**src/rtl/vga_pkg.sv**
```systemverilog
// Shared definitions for the VGA receive path.
// Holds the 640x480@60 timing constants, the error-code enum and the
// receiver FSM state enum.
package vga_pkg;

    // 640x480@60 horizontal timing, in pixel clocks
    localparam int VGA_H_ACTIVE = 640;
    localparam int VGA_H_FRONT  = 16;
    localparam int VGA_H_SYNC   = 96;
    localparam int VGA_H_BACK   = 48;
    localparam int VGA_H_TOTAL  = VGA_H_ACTIVE + VGA_H_FRONT + VGA_H_SYNC + VGA_H_BACK;

    // 640x480@60 vertical timing, in lines
    localparam int VGA_V_ACTIVE = 480;
    localparam int VGA_V_FRONT  = 10;
    localparam int VGA_V_SYNC   = 2;
    localparam int VGA_V_BACK   = 33;
    localparam int VGA_V_TOTAL  = VGA_V_ACTIVE + VGA_V_FRONT + VGA_V_SYNC + VGA_V_BACK;

    // Consecutive clean frames needed before the stream counts as locked
    localparam int VGA_LOCK_FRAMES = 2;

    // CRC-16-CCITT used for the per-frame pixel checksum
    localparam logic [15:0] CRC_POLY = 16'h1021;
    localparam logic [15:0] CRC_INIT = 16'hFFFF;

    // Geometry error reported on err_code; a lower code wins when several hit at once
    typedef enum logic [1:0] {
        ERR_NONE      = 2'd0,
        ERR_HS_PERIOD = 2'd1,
        ERR_VS_PERIOD = 2'd2,
        ERR_ACTIVE    = 2'd3
    } err_code_t;

    // Receiver lock state
    typedef enum logic [1:0] {
        RX_SEARCH = 2'd0,
        RX_TRACK  = 2'd1,
        RX_LOCKED = 2'd2
    } rx_state_t;

endpackage

```
**src/rtl/vga_rx_crc16.sv**
```systemverilog
// CRC-16-CCITT accumulator, 24 data bits (one RGB pixel) per clock, MSB first.
// Only built when VGA_RX_CRC_EN is defined; otherwise this file is empty.
`ifdef VGA_RX_CRC_EN
module vga_rx_crc16
    import vga_pkg::*;
(
    input  logic        clock,
    input  logic        reset,
    input  logic        clear,
    input  logic        en,
    input  logic [23:0] data,
    output logic [15:0] crc_next
);

    // Fold 24 bits into the running CRC, most significant bit first
    function automatic logic [15:0] crc16_step24(input logic [15:0] crc_in, input logic [23:0] d);
        logic [15:0] c;
        c = crc_in;
        for (int i = 23; i >= 0; i--) begin
            if (c[15] ^ d[i])
                c = {c[14:0], 1'b0} ^ CRC_POLY;
            else
                c = {c[14:0], 1'b0};
        end
        return c;
    endfunction

    logic [15:0] acc;

    // crc_next already includes this cycle's pixel so a capture on clear loses nothing
    assign crc_next = en ? crc16_step24(acc, data) : acc;

    // Accumulator restarts from the CCITT seed at every frame boundary
    always_ff @(posedge clock) begin
        if (reset || clear)
            acc <= CRC_INIT;
        else
            acc <= crc_next;
    end

endmodule
`endif

```
**src/rtl/vga_rx.sv**
```systemverilog
// VGA stream receiver: samples the generator's pins, recovers pixel
// coordinates, checks line/frame/active geometry and tracks lock.
// Optional per-frame CRC of the recovered pixels when VGA_RX_CRC_EN is defined.
module vga_rx
    import vga_pkg::*;
#(
    parameter int H_ACTIVE    = VGA_H_ACTIVE,
    parameter int V_ACTIVE    = VGA_V_ACTIVE,
    parameter int H_TOTAL     = VGA_H_TOTAL,
    parameter int V_TOTAL     = VGA_V_TOTAL,
    parameter int LOCK_FRAMES = VGA_LOCK_FRAMES
) (
    input  logic        clock,
    input  logic        reset,
    input  logic        vga_hs,
    input  logic        vga_vs,
    input  logic        vga_blank_n,
    input  logic [7:0]  vga_r,
    input  logic [7:0]  vga_g,
    input  logic [7:0]  vga_b,
    output logic        pix_valid,
    output logic [9:0]  pix_x,
    output logic [9:0]  pix_y,
    output logic [23:0] pix_rgb,
    output logic        frame_start,
    output logic        locked,
    output logic        err,
    output logic [1:0]  err_code,
    output logic [15:0] frame_count,
    output logic [15:0] crc,
    output logic        crc_valid
);

    localparam logic [11:0] H_TOTAL_W  = 12'(H_TOTAL);
    localparam logic [10:0] V_TOTAL_W  = 11'(V_TOTAL);
    localparam logic [9:0]  H_ACTIVE_W = 10'(H_ACTIVE);
    localparam logic [10:0] V_ACTIVE_W = 11'(V_ACTIVE);
    localparam logic [7:0]  LOCK_W     = 8'(LOCK_FRAMES);

    logic        s1_hs, s1_vs, s1_blank_n;
    logic [23:0] s1_rgb;
    logic        prev_hs, prev_vs, prev_blank_n;

    // Input stage: every pin is registered once; edges are found against the previous s1 value
    // NOTE: sequential state uses non-blocking (<=) so every register sees pre-edge values.
    always_ff @(posedge clock) begin
        if (reset) begin
            s1_hs        <= 1'b0;
            s1_vs        <= 1'b0;
            s1_blank_n   <= 1'b0;
            s1_rgb       <= '0;
            prev_hs      <= 1'b0;
            prev_vs      <= 1'b0;
            prev_blank_n <= 1'b0;
        end else begin
            s1_hs        <= vga_hs;
            s1_vs        <= vga_vs;
            s1_blank_n   <= vga_blank_n;
            s1_rgb       <= {vga_r, vga_g, vga_b};
            prev_hs      <= s1_hs;
            prev_vs      <= s1_vs;
            prev_blank_n <= s1_blank_n;
        end
    end

    logic hs_fall, vs_fall, blank_fall;
    assign hs_fall    = prev_hs & ~s1_hs;
    assign vs_fall    = prev_vs & ~s1_vs;
    assign blank_fall = prev_blank_n & ~s1_blank_n;

    logic [10:0] h_cnt;
    logic [9:0]  v_cnt, x_cnt, y_cnt;
    logic        line_active, h_seen;

    // Lengths as seen at the closing edge; a coincident hs_fall belongs to the ending frame
    logic [11:0] h_len;
    logic [10:0] v_lines, y_lines;
    assign h_len   = {1'b0, h_cnt} + 12'd1;
    assign v_lines = {1'b0, v_cnt} + {10'd0, hs_fall};
    assign y_lines = {1'b0, y_cnt} + {10'd0, hs_fall & line_active};

    // Geometry counters, all saturating; h_seen masks the first hs_fall after reset
    always_ff @(posedge clock) begin
        if (reset) begin
            h_cnt       <= '0;
            v_cnt       <= '0;
            x_cnt       <= '0;
            y_cnt       <= '0;
            line_active <= 1'b0;
            h_seen      <= 1'b0;
        end else begin
            if (hs_fall) begin
                h_cnt  <= '0;
                h_seen <= 1'b1;
            end else if (h_cnt != '1) begin
                h_cnt <= h_cnt + 11'd1;
            end

            if (vs_fall)
                v_cnt <= '0;
            else if (hs_fall && v_cnt != '1)
                v_cnt <= v_cnt + 10'd1;

            if (hs_fall)
                x_cnt <= '0;
            else if (s1_blank_n && x_cnt != '1)
                x_cnt <= x_cnt + 10'd1;

            if (vs_fall)
                y_cnt <= '0;
            else if (hs_fall && line_active && y_cnt != '1)
                y_cnt <= y_cnt + 10'd1;

            if (hs_fall)
                line_active <= 1'b0;
            else if (s1_blank_n)
                line_active <= 1'b1;
        end
    end

    rx_state_t state;
    logic [7:0] good;
    logic       frame_err;
    logic       tracking;
    logic       chk_hs, chk_vs, chk_act, err_hit;
    err_code_t  err_now;

    assign tracking = (state != RX_SEARCH);
    assign chk_hs   = tracking & hs_fall & h_seen & (h_len != H_TOTAL_W);
    assign chk_vs   = tracking & vs_fall & (v_lines != V_TOTAL_W);
    assign chk_act  = tracking & ((blank_fall & (x_cnt != H_ACTIVE_W)) |
                                  (vs_fall & (y_lines != V_ACTIVE_W)));

    // Error priority: lowest code wins when several checks fail together
    // NOTE: every always_comb output gets a default first so no latch is inferred.
    always_comb begin
        err_now = ERR_NONE;
        if (chk_act) err_now = ERR_ACTIVE;
        if (chk_vs)  err_now = ERR_VS_PERIOD;
        if (chk_hs)  err_now = ERR_HS_PERIOD;
    end
    assign err_hit = (err_now != ERR_NONE);

    // Lock FSM plus the registered pixel/status outputs
    always_ff @(posedge clock) begin
        if (reset) begin
            state       <= RX_SEARCH;
            good        <= '0;
            frame_err   <= 1'b0;
            locked      <= 1'b0;
            err         <= 1'b0;
            err_code    <= '0;
            frame_count <= '0;
            pix_valid   <= 1'b0;
            pix_x       <= '0;
            pix_y       <= '0;
            pix_rgb     <= '0;
            frame_start <= 1'b0;
        end else begin
            err <= err_hit;
            if (err_hit)
                err_code <= err_now;
            pix_valid   <= tracking & s1_blank_n;
            pix_x       <= x_cnt;
            pix_y       <= y_cnt;
            pix_rgb     <= s1_rgb;
            frame_start <= tracking & s1_blank_n & (x_cnt == '0) & (y_cnt == '0);

            case (state)
                RX_SEARCH: begin
                    if (vs_fall) begin
                        state     <= RX_TRACK;
                        good      <= '0;
                        frame_err <= 1'b0;
                    end
                end
                RX_TRACK: begin
                    if (vs_fall) begin
                        frame_err <= 1'b0;
                        if (frame_err || err_hit) begin
                            good <= '0;
                        end else begin
                            good <= good + 8'd1;
                            if (good + 8'd1 == LOCK_W) begin
                                state       <= RX_LOCKED;
                                locked      <= 1'b1;
                                frame_count <= frame_count + 16'd1;
                            end
                        end
                    end else if (err_hit) begin
                        frame_err <= 1'b1;
                    end
                end
                RX_LOCKED: begin
                    // An errored frame is not counted; the remainder of a frame hit mid-way is tainted
                    if (err_hit) begin
                        state     <= RX_TRACK;
                        locked    <= 1'b0;
                        good      <= '0;
                        frame_err <= ~vs_fall;
                    end else if (vs_fall) begin
                        frame_count <= frame_count + 16'd1;
                    end
                end
                default: state <= RX_SEARCH;
            endcase
        end
    end

`ifdef VGA_RX_CRC_EN
    logic [15:0] crc_next;

    vga_rx_crc16 u_crc (
        .clock    (clock),
        .reset    (reset),
        .clear    (vs_fall),
        .en       (pix_valid),
        .data     (pix_rgb),
        .crc_next (crc_next)
    );

    // Publish the finished frame checksum at each vs_fall
    always_ff @(posedge clock) begin
        if (reset) begin
            crc       <= '0;
            crc_valid <= 1'b0;
        end else begin
            crc_valid <= vs_fall;
            if (vs_fall)
                crc <= crc_next;
        end
    end
`else
    assign crc       = 16'h0000;
    assign crc_valid = 1'b0;
`endif

endmodule

```
**config.mk**
```make
export PLATFORM = sky130hd
export DESIGN_NAME = vga_rx
export DESIGN_NICKNAME = d
export VERILOG_FILES = /design/src/rtl/vga_pkg.sv /design/src/rtl/vga_rx_crc16.sv /design/src/rtl/vga_rx.sv
export SDC_FILE = /design/constraint.sdc
export NUM_CORES = 1
export LEC_CHECK = 0
export ABC_CLOCK_PERIOD_IN_PS = 3740
export CORE_ASPECT_RATIO = 0.8
export CORE_MARGIN = 10
export CORE_UTILIZATION = 52
export DETAILED_ROUTE_END_ITERATION = 7
export MAX_ROUTING_LAYER = met4
export PLACE_DENSITY = 0.79
export SLEW_MARGIN = 25
export SYNTH_ARGS = -nofsm -noshare
export SYNTH_HDL_FRONTEND = slang
export SYNTH_SLANG_ARGS = --single-unit
```
**constraint.sdc**
```tcl
create_clock -name clock -period 3.74 [get_ports clock]
set_input_delay 0.561 -clock clock [delete_from_list [all_inputs] [get_ports clock]]
set_output_delay 0.561 -clock clock [all_outputs]
set_load 0.01 [all_outputs]
```
==> impl_metrics.csv, run 1 <==
group,metric,value,unit
outcome,outcome,"finished, final reports clean",
clock_tree,htreeDepth,4,
worst_setup_path,crit_path_start_kind,"flip-flop",
global_routing,first_global_vias,4603,
power_and_ir_drop,switching_power,814,uW
hold_path,timing.hold.worst.class,"reg2reg",
logic_synthesis,synth-edff-count,0,
timing,finClkSkew,0.00687,ns
global_routing,overflow,0,
timing,max_clock_freq,290,MHz
clock_tree,tritoncts,"built",
final_layout,fill_cell_total_of_the_finished_layout,889,
logic_synthesis,yosys_register_bits,150,
place,post-place-ws,0.350,ns
logic_synthesis,synth_top_cell_by_area,"dfxtp_1",
final_layout,layout_commonest_cell,"dfxtp_1",
global_routing,grt_usage,0.172,
power_and_ir_drop,proportion_of_power_drawn_by_combinational_gates,0.067,
timing,finalWorstSetupSlack,0.288,ns
route,post_drt_via_cell_ratio,5.19,
place,buffer_ports.inserted,94,
final_layout,final_util,0.663,
timing,final_period_demand_of_the_worst_path,3.45,ns
route,firstDrtPassIters,5,
logic_synthesis,mean_instance_size_in_the_synthesized_netlist,9.29,um^2
route,drt_iter0_drc,355,
worst_setup_path,critPathCaptureType,"flip-flop",
global_routing,grt_first_pass_wirelength,22600,um
worst_setup_path,timing.critical_path.arrival,3.79,ns
logic_synthesis,synth_area_leaders,"dfxtp_1 50%, nor2b_1 7.4%, nor2_1 4.2%, ha_1 3.7%, xnor2_1 3.5%",
timing,hold_slack,0.431,ns
power_and_ir_drop,leakagePower,0.00282,uW
clock_tree,tritoncts_num_sinks,150,
floorplanning,coreArea,11500,um^2
clock_tree,max-clock-path-buffers,2,
global_routing,pin_count_of_the_biggest_net_entering_global_routing,66,
power_and_ir_drop,irDropWorstVdd,0.293,mV
worst_setup_path,crit_path_max_fanout,28,
timing,drv_slew,0,
power_and_ir_drop,pwr-share-clk,0.480,
route,routed_wire_length_per_instance,15.3,um
clock_tree,clk-insertion-delay-late,0.41,ns
clock_tree,number_of_buffers_added_by_the_clock_tree_synthesis_step,17,
timing,finalSetupViolCount,0,
floorplanning,die-area,16400,um^2
place,detailedPlacementHpwl,9410,um
clock_tree,clock_input_transition_at_the_sequential_cells_of_the_worst_setup_and_hold_paths,0.06,ns
final_layout,layout_common_cells,"150 x dfxtp_1, 93 x clkdlybuf4s50_1, 72 x nor2b_1",
logic_synthesis,synth.yosys.seq_area_share,0.496,
floorplanning,die_w,141,um
timing,rsz0062_at_grt,"false",
clock_tree,ctsHoldBuffers,0,
final_layout,multi_input_area,2800,um^2
route,num_vias,4654,
place,gpl_congestion,0.874,
floorplanning,effective_utilization_at_floorplan,0.528,
final_layout,stdcell_area,7610,um^2
timing,final.setup.tns,0,ns
power_and_ir_drop,p_sw_frac,0.221,
global_routing,grt_antenna_before_repair,0,
place,placed_cell_area,7000,um^2
route,route.detailed.drc,0,
timing,post-route-period-util,0.923,
floorplanning,placementRows,35,
floorplanning,chipHeight,117,um
clock_tree,post_cts_gate_resize_count,0,
logic_synthesis,synth_area,6060,um^2
logic_synthesis,ys.flop_type,"dfxtp_1",
route,antenna_left,0,
final_layout,drive_above_1_share,0.0587,
power_and_ir_drop,power.sequential.fraction,0.453,
worst_setup_path,crit_type,"reg2reg",
floorplanning,io_pins,112,
route,finalWirelength,13700,um
logic_synthesis,postSynthCellCount,652,
final_layout,regArea,3000,um^2
power_and_ir_drop,power_density,483,nW/um^2
power_and_ir_drop,power_report.internal_total,2860,uW
logic_synthesis,yosysTopAreaCellShare,0.496,
clock_tree,clk_root_buffer_cell,"clkbuf_16",
job,total_of_max_cap_violations,0,
final_layout,flow.area_growth_from_synthesis,25.5,%
timing,tightestPinTransition,0.740,ns
logic_synthesis,yosysWarningCount,0,
timing,finalHoldViolations,0,
clock_tree,buffer_count_from_post_cts_setup_fixing,0,
logic_synthesis,ys_async_sr_fraction,0,
timing,timing.max_slew.rel_slack,0.507,
final_layout,antenna-diode-count,0,
final_layout,finalNetCount,785,
worst_setup_path,timing.critical_path.required,4.08,ns
logic_synthesis,yosysUniqueCellTypes,55,
routing by layer:
layer	GRT usage	part of all wire	wire, um	up-vias
li1	-	-	-	2325
met1	0.216	0.48	6510	2147
met2	0.261	0.44	6060	158
met3	0.0524	0.067	923	24
met4	0.0549	0.014	188	0
met5	-	0	0	-
worst paths after layout:
path                            slack [ns]  cells past startpoint    endpoint       from
worst min-delay path                  0.43                      1  pix_rgb[8]  s1_rgb[8]
worst max register to register        0.29                     13     good[4]    prev_hs
worst max-delay path                  0.29                     13     good[4]    prev_hs
worst min register to register        0.43                      1  pix_rgb[8]  s1_rgb[8]
synth_stat cells, types with 6 or more instances:
library cell  number
xnor2_1           24
o21ai_0           23
nand4_1           14
buf_4             17
a21oi_1           32
nand2_1           41
nor2_1            67
or3_1             13
nor3_1            16
xor2_1            23
clkbuf_1          21
ha_1              18
dfxtp_1          150
nand3_1           26
nor2b_1           72
and3_1             8
nand2b_1           6
inv_1             14
critical path, stage by stage (launching register included):
cell and delay, ns:
dfxtp_1 0.30, nor2b_1 0.38, and2_1 0.22, ha_1 0.25, ha_1 0.26, nand4bb_1 0.20
nor3_2 0.16, o221ai_2 0.13, o21ai_1 0.17, or3b_1 0.36, buf_4 0.24, or3_4 0.43
o21bai_1 0.14, o2bb2ai_1 0.13
registers in the layout, summed over array words and instances, names as in the netlist, 2 cells and up:
register,cells
pix_x,10
frame_count,16
x_cnt,10
good,8
h_cnt,11
err_code,2
s1_rgb,24
v_cnt,10
pix_rgb,24
state,2
pix_y,10
y_cnt,10
area by class of cell:
class,count,share of cell area
clock buffers,18,0.0564
multi-input cells,458,0.368
inverters,14,0.00691
well taps,148,0.0243
repair buffers,97,0.126
flip-flops and latches,150,0.395
clock inverters,12,0.0237
metrics by stage:
step                cells  power, uW
CTS                   897       3700
global placement      867       1940
floorplan             668       1860
global route          897       3800
finish                897       3680
detailed placement    867       1940
cell families after synthesis:
family	count (synthesis)	share of synthesized area
AO/OA/AOI/OAI	78	0.0764
XOR/XNOR	47	0.0679
adder cells (fa/ha/maj)	18	0.0372
buffers and inverters	60	0.0527
flip-flops	150	0.496
multiplexers	4	0.00661
other	1	0.000619
AND/OR/NAND/NOR	294	0.263
power groups by stage:
stage               combinational, uW  clock [uW]  sequential (uW)
floorplan                         158           0             1700
finish                            246        1760             1670
global placement                  237           0             1700
global route                      273        1860             1670
detailed placement                242           0             1700
CTS                               246        1790             1670
Power figures use the tool's default switching activity.
==> run 2, diff against run 1 <==
--- a/config.mk
+++ b/config.mk
@@ -7,12 +7,11 @@
 export LEC_CHECK = 0
 export ABC_CLOCK_PERIOD_IN_PS = 3740
 export CORE_ASPECT_RATIO = 0.8
-export CORE_MARGIN = 10
 export CORE_UTILIZATION = 52
 export DETAILED_ROUTE_END_ITERATION = 7
 export MAX_ROUTING_LAYER = met4
 export PLACE_DENSITY = 0.79
-export SLEW_MARGIN = 25
+export SLEW_MARGIN = 20
 export SYNTH_ARGS = -nofsm -noshare
 export SYNTH_HDL_FRONTEND = slang
 export SYNTH_SLANG_ARGS = --single-unit
==> run 2 against run 1 <==
Compared with the run above: utilization grew 2.3 points; via count increased by 0.92%; largest power group unchanged; largest cell class unchanged; non-clock buffer count unchanged.
==> impl_metrics.csv, run 2 (synthesis results as in run 1) <==
group,metric,value,unit
floorplanning,coreArea,11100,um^2
route,num_vias,4697,
route,routed_wire_length_per_instance,13.9,um
clock_tree,buffer_count_from_post_cts_setup_fixing,0,
timing,post-route-period-util,0.905,
final_layout,antenna-diode-count,0,
route,post_drt_via_cell_ratio,5.25,
hold_path,timing.hold.worst.class,"reg2reg",
clock_tree,tritoncts,"built",
global_routing,pin_count_of_the_biggest_net_entering_global_routing,62,
clock_tree,number_of_buffers_added_by_the_clock_tree_synthesis_step,17,
timing,rsz0062_at_grt,"false",
timing,finClkSkew,0.0118,ns
worst_setup_path,critPathCaptureType,"flip-flop",
final_layout,layout_commonest_cell,"dfxtp_1",
clock_tree,clk_root_buffer_cell,"clkbuf_16",
clock_tree,max-clock-path-buffers,2,
timing,tightestPinTransition,0.653,ns
timing,final.setup.tns,0,ns
place,gpl_congestion,0.872,
power_and_ir_drop,totalPowerFinal,3710,uW
worst_setup_path,crit_path_max_incr_delay,0.43,ns
power_and_ir_drop,irDropWorstVdd,0.317,mV
global_routing,grt_antenna_before_repair,0,
global_routing,overflow,0,
job,total_of_max_cap_violations,0,
final_layout,drive_above_1_share,0.0626,
place,dp_cells,863,
timing,finalSetupViolCount,0,
final_layout,stdcell_count,895,
worst_setup_path,timing.critical_path.required,4.09,ns
floorplanning,placementRows,34,
clock_tree,clk-insertion-delay-late,0.42,ns
timing,finalWorstSetupSlack,0.354,ns
timing,finalHoldViolations,0,
worst_setup_path,master_of_the_slowest_instance_on_the_critical_path,"or3_4",
global_routing,grt_usage,0.221,
global_routing,first_global_vias,4371,
worst_setup_path,crit_path_start_kind,"flip-flop",
place,buffer_ports.inserted,94,
timing,final_period_demand_of_the_worst_path,3.39,ns
route,finalWirelength,12400,um
clock_tree,clock_input_transition_at_the_sequential_cells_of_the_worst_setup_and_hold_paths,0.06,ns
worst_setup_path,crit_type,"reg2reg",
floorplanning,io_pins,112,
final_layout,layout_common_cells,"150 x dfxtp_1, 93 x clkdlybuf4s50_1, 72 x nor2b_1",
final_layout,flow.area_growth_from_synthesis,25.7,%
worst_setup_path,crit_path_max_fanout,28,
place,post-place-ws,0.384,ns
floorplanning,die-area,12100,um^2
final_layout,finalNetCount,785,
power_and_ir_drop,power_density,487,nW/um^2
final_layout,reg_top3,"pix_rgb: 24 flops, s1_rgb: 24 flops, frame_count: 16 flops",
floorplanning,chipHeight,98.6,um
clock_tree,tritoncts_num_sinks,150,
clock_tree,ctsHoldBuffers,0,
timing,timing.max_slew.rel_slack,0.564,
worst_setup_path,timing.critical_path.arrival,3.73,ns
route,antenna_left,0,
final_layout,final_util,0.686,
timing,drv_slew,0,
floorplanning,effective_utilization_at_floorplan,0.546,
clock_tree,htreeDepth,4,
global_routing,grt_first_pass_wirelength,20500,um
route,route.detailed.drc,0,
timing,max_clock_freq,295,MHz
power_and_ir_drop,leakagePower,0.00284,uW
worst_setup_path,cp_common_cell,"ha_1",
route,firstDrtPassIters,5,
place,detailedPlacementHpwl,8290,um
floorplanning,die_w,123,um
clock_tree,post_cts_gate_resize_count,0,
outcome,outcome,"finished, final reports clean",
worst_setup_path,cp_cell_sequence,"nor2b_1, and2_1, ha_1, ha_1, nand4bb_1, nor3_2, o221ai_2, o21ai_1, or3b_1, buf_4, or3_4, o21bai_1, o2bb2ai_1",
route,drt_iter0_drc,302,
-- run 2: area by class of cell --
type                       instances  area [um^2]
clock inverter                    14          185
clock buffer                      18          439
tap                              144          180
timing repair buffer              97          961
sequential                       150         3000
fill                             833         3480
multi-input combinational        458         2800
inverter                          14         52.6
-- run 2: metrics by stage --
step                instance area, um^2  hold WS [ns]
floorplan                          6120         0.414
global placement                   6990         0.417
detailed placement                 6990         0.425
CTS                                7620         0.439
global route                       7620         0.455
finish                             7620         0.434
-- run 2: metal layers --
layer	track usage	routed length, um	vias up
met5	-	0	-
met4	0.0788	151	0
met3	0.0503	690	16
met2	0.332	5630	163
met1	0.289	5960	2195
li1	-	-	2323
-- run 2: critical path, delay by kind of cell (launching register included) --
family          cells  cell delay (ns)
compound gates      4             0.57
buf+inv             1             0.24
simple gates        6             1.70
flops               1             0.30
fa+ha+maj           2             0.50
-- run 2: path summary, 6_finish.rpt --
check	end	slack, ns	start	depth (start not counted)
hold reg to reg	pix_rgb[9]	0.43	s1_rgb[9]	1
hold / removal	pix_rgb[9]	0.43	s1_rgb[9]	1
setup / recovery	good[4]	0.35	prev_hs	13
setup reg to reg	good[4]	0.35	prev_hs	13
-- run 2: power by group --
group,internal [uW],switching [uW]
logic,111,132
clock network,1090,714
registers,1640,23.1
total,2840,869
==> run 3, diff against run 2 <==
--- a/config.mk
+++ b/config.mk
@@ -7,11 +7,11 @@
 export LEC_CHECK = 0
 export ABC_CLOCK_PERIOD_IN_PS = 3740
 export CORE_ASPECT_RATIO = 0.8
-export CORE_UTILIZATION = 52
+export CORE_UTILIZATION = 53
+export CTS_BUF_LIST = sky130_fd_sc_hd__clkbuf_2
 export DETAILED_ROUTE_END_ITERATION = 7
 export MAX_ROUTING_LAYER = met4
-export PLACE_DENSITY = 0.79
-export SLEW_MARGIN = 20
+export PLACE_DENSITY = 0.81
 export SYNTH_ARGS = -nofsm -noshare
 export SYNTH_HDL_FRONTEND = slang
 export SYNTH_SLANG_ARGS = --single-unit
==> run 3 against run 2 <==
Compared with the run above: sequential cell count stayed put; total power fell by 23%; combinational power is essentially flat; largest power group is now registers.
==> impl_metrics.csv, run 3 (synthesis results as in run 1) <==
group,metric,value,unit
clock_tree,ctsHoldBuffers,0,
worst_setup_path,timing.critical_path.required,4.28,ns
final_layout,drive_above_1_share,0.0573,
power_and_ir_drop,switching_power,723,uW
place,dp_cells,862,
global_routing,pin_count_of_the_biggest_net_entering_global_routing,68,
clock_tree,clk_root_buffer_cell,"clkbuf_2",
final_layout,finalNetCount,784,
power_and_ir_drop,irDropWorstVdd,0.317,mV
route,firstDrtPassIters,5,
final_layout,stdcell_count,894,
route,route.detailed.drc,0,
timing,max_clock_freq,287,MHz
final_layout,layout_commonest_cell,"dfxtp_1",
clock_tree,buffer_count_from_post_cts_setup_fixing,0,
timing,final_period_demand_of_the_worst_path,3.49,ns
route,drt_iter0_drc,261,
power_and_ir_drop,power_report.internal_total,2120,uW
clock_tree,clk-insertion-delay-late,0.67,ns
place,placed_cell_area,6990,um^2
clock_tree,htreeDepth,4,
final_layout,stdcell_area,7240,um^2
power_and_ir_drop,proportion_of_power_drawn_by_combinational_gates,0.086,
power_and_ir_drop,power_density,393,nW/um^2
power_and_ir_drop,pwr-share-clk,0.328,
timing,post-route-period-util,0.932,
timing,finalWorstSetupSlack,0.253,ns
timing,tightestPinTransition,1.25,ns
final_layout,layout_common_cells,"150 x dfxtp_1, 93 x clkdlybuf4s50_1, 72 x nor2b_1",
clock_tree,number_of_buffers_added_by_the_clock_tree_synthesis_step,17,
final_layout,antenna-diode-count,0,
route,antenna_left,0,
floorplanning,die-area,11900,um^2
clock_tree,post_cts_gate_resize_count,0,
clock_tree,max-clock-path-buffers,2,
job,total_of_max_cap_violations,0,
global_routing,grt_antenna_before_repair,0,
floorplanning,placementRows,34,
power_and_ir_drop,power.sequential.fraction,0.587,
route,finalWirelength,12000,um
hold_path,timing.hold.worst.class,"in2reg",
place,detailedPlacementHpwl,8200,um
final_layout,fill_cell_total_of_the_finished_layout,893,
power_and_ir_drop,p_sw_frac,0.254,
worst_setup_path,timing.critical_path.arrival,4.03,ns
timing,final.setup.tns,0,ns
global_routing,grt_first_pass_wirelength,20000,um
global_routing,grt_usage,0.217,
worst_setup_path,crit_path_start_kind,"flip-flop",
floorplanning,die_w,122,um
power_and_ir_drop,leakagePower,0.00267,uW
floorplanning,io_pins,112,
timing,rsz0062_at_grt,"false",
worst_setup_path,r2r_start,"prev_hs",
place,gpl_congestion,0.841,
global_routing,first_global_vias,4348,
route,num_vias,4609,
floorplanning,effective_utilization_at_floorplan,0.550,
route,routed_wire_length_per_instance,13.4,um
timing,timing.max_slew.rel_slack,0.168,
floorplanning,coreArea,11000,um^2
global_routing,overflow,0,
final_layout,flow.area_growth_from_synthesis,19.4,%
clock_tree,tritoncts_num_sinks,150,
hold_path,holdCritStartpoint,"reset",
place,buffer_ports.inserted,94,
timing,finalHoldViolations,0,
clock_tree,tritoncts,"built",
timing,finalSetupViolCount,0,
place,post-place-ws,0.367,ns
timing,finClkSkew,0.0326,ns
route,post_drt_via_cell_ratio,5.16,
worst_setup_path,crit_path_max_fanout,28,
worst_setup_path,crit_type,"reg2reg",
final_layout,reg_top3,"pix_rgb: 24 flops, s1_rgb: 24 flops, frame_count: 16 flops",
worst_setup_path,worst_setup_sp,"prev_hs",
timing,drv_slew,0,
worst_setup_path,critPathCaptureType,"flip-flop",
outcome,outcome,"finished, final reports clean",
floorplanning,chipHeight,97.6,um
final_layout,final_util,0.657,
clock_tree,clock_input_transition_at_the_sequential_cells_of_the_worst_setup_and_hold_paths,0.21,ns
-- run 3: cell count changes in the layout (fill, tap and decap cells not counted) --
cell	change
clkbuf_16	-17
clkinv_2	+1
buf_4	-1
clkinvlp_4	+1
clkinv_1	+3
clkbuf_2	+18
inv_6	-6
clkbuf_8	-1
clkinv_4	+3
inv_8	-2
-- run 3: metal layers --
| layer | GRT usage | vias up | part of all wire |
|---|---|---|---|
| met4 | 0.0484 | 0 | 0.0066 |
| li1 | - | 2321 | - |
| met5 | - | - | 0 |
| met3 | 0.0657 | 9 | 0.062 |
| met1 | 0.273 | 2152 | 0.47 |
| met2 | 0.341 | 127 | 0.46 |
-- run 3: final cells by class --
cell class | instances | area (um^2) | area share
flip-flops and latches | 150 | 3000 | 0.415
multi-input cells | 458 | 2800 | 0.387
repair buffers | 96 | 953 | 0.132
well taps | 144 | 180 | 0.0249
clock inverters | 14 | 160 | 0.0221
clock buffers | 18 | 90.1 | 0.0124
inverters | 14 | 52.6 | 0.00726
-- run 3: power by group through the flow --
stage	clock [uW]	sequential, uW	combinational, uW
2_1_floorplan	0	1700	158
3_3_place_gp	0	1700	234
3_5_place_dp	0	1700	241
4_1_cts	952	1670	243
5_1_grt	1040	1680	269
6_report	933	1670	244
-- run 3: worst paths after layout --
check             slack [ns]  cells after the start        endpoint
setup / recovery        0.25                     13  frame_count[9]
setup reg to reg        0.25                     13  frame_count[9]
hold / removal          0.29                      2        pix_x[0]
hold reg to reg         0.44                      1     pix_rgb[20]
-- run 3: per-stage QoR --
stage | hold WS (ns) | power, uW
floorplan | 0.414 | 1860
global placement | 0.417 | 1930
detailed placement | 0.426 | 1940
CTS | 0.225 | 2860
global route | 0.202 | 2990
finish | 0.287 | 2840
-- run 3: critical path, stage by stage (launching register included) --
cell	delay, ns
dfxtp_1	0.36
nor2b_1	0.33
and2_1	0.20
ha_1	0.24
ha_1	0.25
nand4bb_1	0.20
nor3_2	0.18
o221ai_2	0.15
o21ai_1	0.19
or3b_1	0.38
buf_4	0.25
nor4_1	0.40
xnor2_1	0.17
nor2_1	0.07
